[config.mk]
export PLATFORM = sky130hd
export DESIGN_NAME = mem_req_arb_2to1_4b
export DESIGN_NICKNAME = d
export VERILOG_FILES = /design/src/rtl/mem_req_arb_2to1_4b.sv
export SDC_FILE = /design/constraint.sdc
export NUM_CORES = 1
export LEC_CHECK = 0
export ABC_AREA = 0
export BUFFER_PORTS_ARGS = -buffer_cell sky130_fd_sc_hd__buf_2
export CAP_MARGIN = 20
export CORE_AREA = 2 2 148 150
export CTS_CLUSTER_DIAMETER = 200
export CTS_CLUSTER_SIZE = 30
export DETAILED_ROUTE_END_ITERATION = 16
export DIE_AREA = 0 0 150 152
export SLEW_MARGIN = 20
export SYNTH_ARGS = -nofsm -noshare
export SYNTH_HDL_FRONTEND = slang
export SYNTH_SLANG_ARGS = --single-unit
[constraint.sdc]
create_clock -name clk -period 5.45 [get_ports clk]
set_clock_uncertainty 0.05 [all_clocks]
set_input_delay 0.2725 -clock clk [delete_from_list [all_inputs] [get_ports clk]]
set_output_delay 0.2725 -clock clk [all_outputs]
set_load 0.05 [all_outputs]
[src/rtl/mem_req_arb_2to1_4b.sv]
// Two-to-one round-robin arbiter for a shared 4B memory request/response port.
// Requests are tagged with the requester index in the opaque MSB, and responses are routed back by that tag.
module mem_req_arb_2to1_4b #(
   parameter int p_opaque_nbits    = 8,
   parameter int p_max_outstanding = 4
) (
   input  logic        clk,
   input  logic        reset,
   input  logic        req0_val,
   output logic        req0_rdy,
   input  logic [76:0] req0_msg,
   input  logic        req1_val,
   output logic        req1_rdy,
   input  logic [76:0] req1_msg,
   output logic        resp0_val,
   input  logic        resp0_rdy,
   output logic [46:0] resp0_msg,
   output logic        resp1_val,
   input  logic        resp1_rdy,
   output logic [46:0] resp1_msg,
   output logic        memreq_val,
   input  logic        memreq_rdy,
   output logic [76:0] memreq_msg,
   input  logic        memresp_val,
   output logic        memresp_rdy,
   input  logic [46:0] memresp_msg,
   output logic        idle
);

   localparam int          ReqOpqMsb  = 66 + p_opaque_nbits - 1;
   localparam int          RespOpqMsb = 36 + p_opaque_nbits - 1;
   localparam logic [3:0]  MaxOut     = 4'(p_max_outstanding);

   logic       prio_q, prio_d;
   logic [3:0] cnt0_q, cnt0_d;
   logic [3:0] cnt1_q, cnt1_d;
   logic       elig0_s, elig1_s;
   logic       grant0_s, grant1_s;
   logic       fire0_s, fire1_s;
   logic       rfire0_s, rfire1_s;
   logic       tag_s;
   logic [46:0] resp_clr_s;

   // Saturating up/down credit counter update; simultaneous inc and dec cancel.
   function automatic logic [3:0] cnt_next(input logic [3:0] cnt, input logic inc, input logic dec);
      logic [3:0] nxt;
      nxt = cnt;
      case ({inc, dec})
         2'b10:   nxt = cnt + 4'd1;
         2'b01: begin
            if (cnt != 4'd0) begin
               nxt = cnt - 4'd1;
            end else begin
               nxt = cnt;
            end
         end
         default: nxt = cnt;
      endcase
      return nxt;
   endfunction

   // Eligibility, round-robin grant and request-side handshake.
   always_comb begin
      elig0_s  = req0_val & (cnt0_q < MaxOut);
      elig1_s  = req1_val & (cnt1_q < MaxOut);
      grant0_s = elig0_s & (~elig1_s | ~prio_q);
      grant1_s = elig1_s & (~elig0_s | prio_q);
      memreq_val = (grant0_s | grant1_s) & reset;
      req0_rdy   = grant0_s & memreq_rdy & reset;
      req1_rdy   = grant1_s & memreq_rdy & reset;
      fire0_s    = req0_val & req0_rdy;
      fire1_s    = req1_val & req1_rdy;
      memreq_msg = req0_msg;
      if (grant1_s) begin
         memreq_msg            = req1_msg;
         memreq_msg[ReqOpqMsb] = 1'b1;
      end else begin
         memreq_msg[ReqOpqMsb] = 1'b0;
      end
   end

   // Response steering by the opaque tag bit, which is cleared on the way back.
   always_comb begin
      tag_s                  = memresp_msg[RespOpqMsb];
      resp_clr_s             = memresp_msg;
      resp_clr_s[RespOpqMsb] = 1'b0;
      resp0_msg              = resp_clr_s;
      resp1_msg              = resp_clr_s;
      resp0_val              = memresp_val & ~tag_s & reset;
      resp1_val              = memresp_val & tag_s & reset;
      if (tag_s) begin
         memresp_rdy = resp1_rdy & reset;
      end else begin
         memresp_rdy = resp0_rdy & reset;
      end
      rfire0_s = resp0_val & resp0_rdy;
      rfire1_s = resp1_val & resp1_rdy;
   end

   // Next-state for priority pointer and credit counters.
   always_comb begin
      prio_d = prio_q;
      if (fire0_s) begin
         prio_d = 1'b1;
      end else if (fire1_s) begin
         prio_d = 1'b0;
      end else begin
         prio_d = prio_q;
      end
      cnt0_d = cnt_next(cnt0_q, fire0_s, rfire0_s);
      cnt1_d = cnt_next(cnt1_q, fire1_s, rfire1_s);
   end

   // State registers with synchronous active-low reset.
   always_ff @(posedge clk) begin
      if (!reset) begin
         prio_q <= 1'b0;
         cnt0_q <= 4'd0;
         cnt1_q <= 4'd0;
      end else begin
         prio_q <= prio_d;
         cnt0_q <= cnt0_d;
         cnt1_q <= cnt1_d;
      end
   end

   assign idle = (cnt0_q == 4'd0) & (cnt1_q == 4'd0);

endmodule

==> results list <==
- Primary flip-flop cell chosen by synthesis mapping: sky130_fd_sc_hd__dfxtp_1
- In this run, synthesis produced a sequential element count of 9.
- Summed over all cells, the static leakage comes to 1.69 nW.
- Yosys mapped a number of flops with a built-in enable equal to 0.
- The floorplan step set the die width to 150 µm.
- Instance area at placement: 0.00319 mm²
- Setup repair after global routing left no endpoint under its margin.
- Clock buffer depth: 2
- Of the cells placed in the final design, the portion with a size suffix greater than 1 is 80.9%.
- Cell internal power was estimated by the tool at 324 µW.
- Measured against its own limit, the worst slew margin works out to 54.5%.
* Share of the synthesized area in the top cell type: 35.1%
* Commonest cells post-synth: sky130_fd_sc_hd__buf_4, sky130_fd_sc_hd__mux2_2, sky130_fd_sc_hd__mux2i_1
- In this run the clock root is driven by a sky130_fd_sc_hd__clkbuf_16.
- Area enclosed by the die boundary: 0.0228 mm²
* Fraction of power spent switching nets: 53.0%
* Required time at the endpoint of the critical path: 5520 ps
- The worst setup path is launched from a flip-flop.
- Initial antenna violation count: 6
* Synth Area in Adders: 3.79%
- VDD sags by at most 181 µV.
- The Yosys step of the flow raised 0 warnings.
* Number of buffers added by the clock tree synthesis step: 3
* Crit Path Class: flip-flop to flip-flop
* Sum of routed wire length over all layers: 11000 µm
- After detailed routing, the average wire length per cell comes to 16.0 µm.
- After detailed routing, the number of vias per cell comes to 3.46.
- Post-CTS repair changed the size of 0 cells.
* Floorplan row count: 54
- Via Count: 2380
- CTS tree: yes
* Diodes inserted: 0
- Entering global routing, the biggest net connects 55 pins.
* Cell with the most instances after synthesis: sky130_fd_sc_hd__buf_4
- Aggregate global routing overflow: 0
- Initial Utilization: 11.1%
* Estimated wirelength of the detail-placed design: 9910 µm
- I/O pin count: 387
- At the later pin of the worst-skew pair, clock insertion delay measures 230 ps.
- Simple-gate area share of the yosys netlist: 6.74%
- Total number of nets in the final design: 624
* Post-route setup TNS: 0 ps
- In this run the cell area of the synthesized design comes to 0.00238 mm².
- The cell count after synthesis came out at 263.
- Residual antenna-violating net count after detailed routing: 0
* Gr usage total: 8.50%
- Residual DRC: 0
* Post-synthesis mux area share: 42.0%
- Post-synthesis xor/xnor area fraction: 0.737%
- In this run the post-CTS setup repair buffer count came out at 0.
- Class of the most critical hold timing path: input pin to flip-flop
* Number of search-and-repair iterations in the first detailed-routing pass: 4
- Synth area leader: sky130_fd_sc_hd__mux2_2
* Run status: complete, no violations
- CTS built an H-tree with a depth of 1.
- Power spent charging and discharging nets: 365 µW
* Synth top area cells: sky130_fd_sc_hd__mux2_2, sky130_fd_sc_hd__buf_4, sky130_fd_sc_hd__dfxtp_1, sky130_fd_sc_hd__mux2i_1, sky130_fd_sc_hd__ha_1
* Fraction of the yosys area taken by sequential cells: 7.58%
* Portion of total power attributed to combinational logic: 70.3%
- For this design the ratio of total power to cell area is 211 mW/mm².
- Proportion of power drawn by the clock network: 18.5%
* Area Overhead vs Synth: 37.4%
- The congestion estimate from routability-driven global placement came to 0.757.
* Count of buffers inserted at the top-level ports: 244
* Post-route cell area: 0.00327 mm²
* Dominant combinational cell family by area after synthesis: multiplexers
- Post-route clock period utilization: 52.4%
* Sequential group share of total power: 11.2%
* Kind of end point of the critical path: flip-flop
- The design draws 689 µW.
- Once layout is complete, the utilization of the core stands at 15.3%.
* Critical path data arrival time: 2920 ps
- The layout has 2448 filler cells.
* Achievable frequency: 350 MHz
- Buffers inserted to repair hold after CTS numbered 0.
- Summing the areas of all compound-gate instances in the mapped netlist gives 4.58% of the synthesized area.
- Clock-pin slew was measured on the worst setup and hold paths at 40 ps.
- The first global-routing pass estimated 14000 µm of wire.
- Max-cap violations in this run came to 0.
- Counting distinct cell types in the post-synthesis netlist gives 34.
* Async set-or-reset flop fraction in the synthesized netlist: 0%
* Final critical path time including I/O delays and setup: 2860 ps
- Max Transition Viols Final: 0
- Setup violations remaining at the end of the flow were counted as 0.
- 1st-iter DRT viols: 65
* Maximum fanout along the worst path: 5
* Number of endpoints with negative hold slack in the final report: 0
- Via count of the first global-routing pass: 2171
* Worst-margin pin slew: 683 ps
- CTS saw 9 sinks.
* Final Worst Setup Slack: 2590 ps
- Measured along the y axis, the die boundary spans 152 µm.
- Prior to clock tree synthesis, the placed netlist has a worst setup slack of 2600 ps.
- The region available for standard cell placement spans 0.0214 mm².
- A synthesized cell averages 9.03 µm².
## flip-flops by register name, summed over array words and instances (netlist names)
signal,flops
cnt1_q,4
cnt0_q,4
prio_q,1
## layer usage
layer / up-vias / wire length, µm / global-route usage [%] / part of all wire [%]
li1: 1098 / - / - / -
met1: 1043 / 3780 / 8.45 / 34
met2: 219 / 5010 / 14.3 / 46
met3: 16 / 2070 / 6.85 / 19
met4: 4 / 86 / 0.943 / 0.78
met5: - / 26 / 0 / 0.24
## logic make-up after synthesis
logic type / count (synthesis)
buffers and inverters: 114
muxes: 89
and+or+nand+nor: 30
AOI/OAI and AO/OA: 12
DFF: 9
adders and majority gates: 6
xor gates and xnor gates: 2
other: 1
## critical path, stage by stage, from the launching register on
cell and delay [ps]:
sky130_fd_sc_hd__dfxtp_1 320, sky130_fd_sc_hd__or3b_1 520, sky130_fd_sc_hd__o2111a_2 360, sky130_fd_sc_hd__or2_2 310
sky130_fd_sc_hd__inv_1 80, sky130_fd_sc_hd__ha_1 240, sky130_fd_sc_hd__a21o_1 180, sky130_fd_sc_hd__a2111oi_0 400
sky130_fd_sc_hd__mux2i_1 150, sky130_fd_sc_hd__mux2i_1 130
## worst paths after layout
kind                           from  cells after the start  slack [ps]                endpoint
max          cnt0_q[3]$_SDFFE_PN0P_                      9        2590  cnt1_q[3]$_SDFFE_PN0P_
min reg2reg  cnt0_q[3]$_SDFFE_PN0P_                      1         430  cnt0_q[3]$_SDFFE_PN0P_
max reg2reg  cnt0_q[3]$_SDFFE_PN0P_                      9        2590  cnt1_q[3]$_SDFFE_PN0P_
min                      memreq_rdy                      3         350     prio_q$_SDFFE_PN0P_
## metrics by stage
stage                     instances  hold WS [ps]
after floorplan                 264           396
after global placement          684           414
after detailed placement        684           427
after CTS                       688           348
after global routing            688           368
final                           688           348
## final cells by class
class                           count  area [µm²]  area share (%)
Timing Repair Buffer              246        1240            37.9
Multi-Input combinational cell    141        1390            42.6
Clock buffer                        4        78.8            2.41
Sequential cell                     9         180            5.52
Tap cell                          280         350            10.7
Inverter                            8        30.0           0.920
## power by group through the flow
stage          sequential (mW)  combinational [mW]  clock [mW]
6_report                0.0770               0.484       0.128
2_1_floorplan           0.0762               0.545           0
3_5_place_dp            0.0782               0.487           0
5_1_grt                 0.0777               0.509       0.133
4_1_cts                 0.0771               0.488       0.131
3_3_place_gp            0.0778               0.483           0
## cells in the final DEF (no fill, tap or decap), types with 2 or more instances in the layout
master                        n
sky130_fd_sc_hd__a2111oi_0    2
sky130_fd_sc_hd__a21boi_0     2
sky130_fd_sc_hd__a21o_1       2
sky130_fd_sc_hd__a21oi_1      2
sky130_fd_sc_hd__buf_2      244
sky130_fd_sc_hd__buf_4        2
sky130_fd_sc_hd__clkbuf_16    3
sky130_fd_sc_hd__conb_1       2
sky130_fd_sc_hd__dfxtp_1      9
sky130_fd_sc_hd__fa_1         2
sky130_fd_sc_hd__ha_1         4
sky130_fd_sc_hd__inv_1        8
sky130_fd_sc_hd__mux2_1       2
sky130_fd_sc_hd__mux2_2      74
sky130_fd_sc_hd__mux2i_1     12
sky130_fd_sc_hd__nand2_1     10
sky130_fd_sc_hd__nand3_1      3
sky130_fd_sc_hd__nor2_1       4
sky130_fd_sc_hd__nor2b_1      3
sky130_fd_sc_hd__nor4_1       2
sky130_fd_sc_hd__or2_2        2
sky130_fd_sc_hd__xor2_1       2
(Power assumes the default switching activity.)
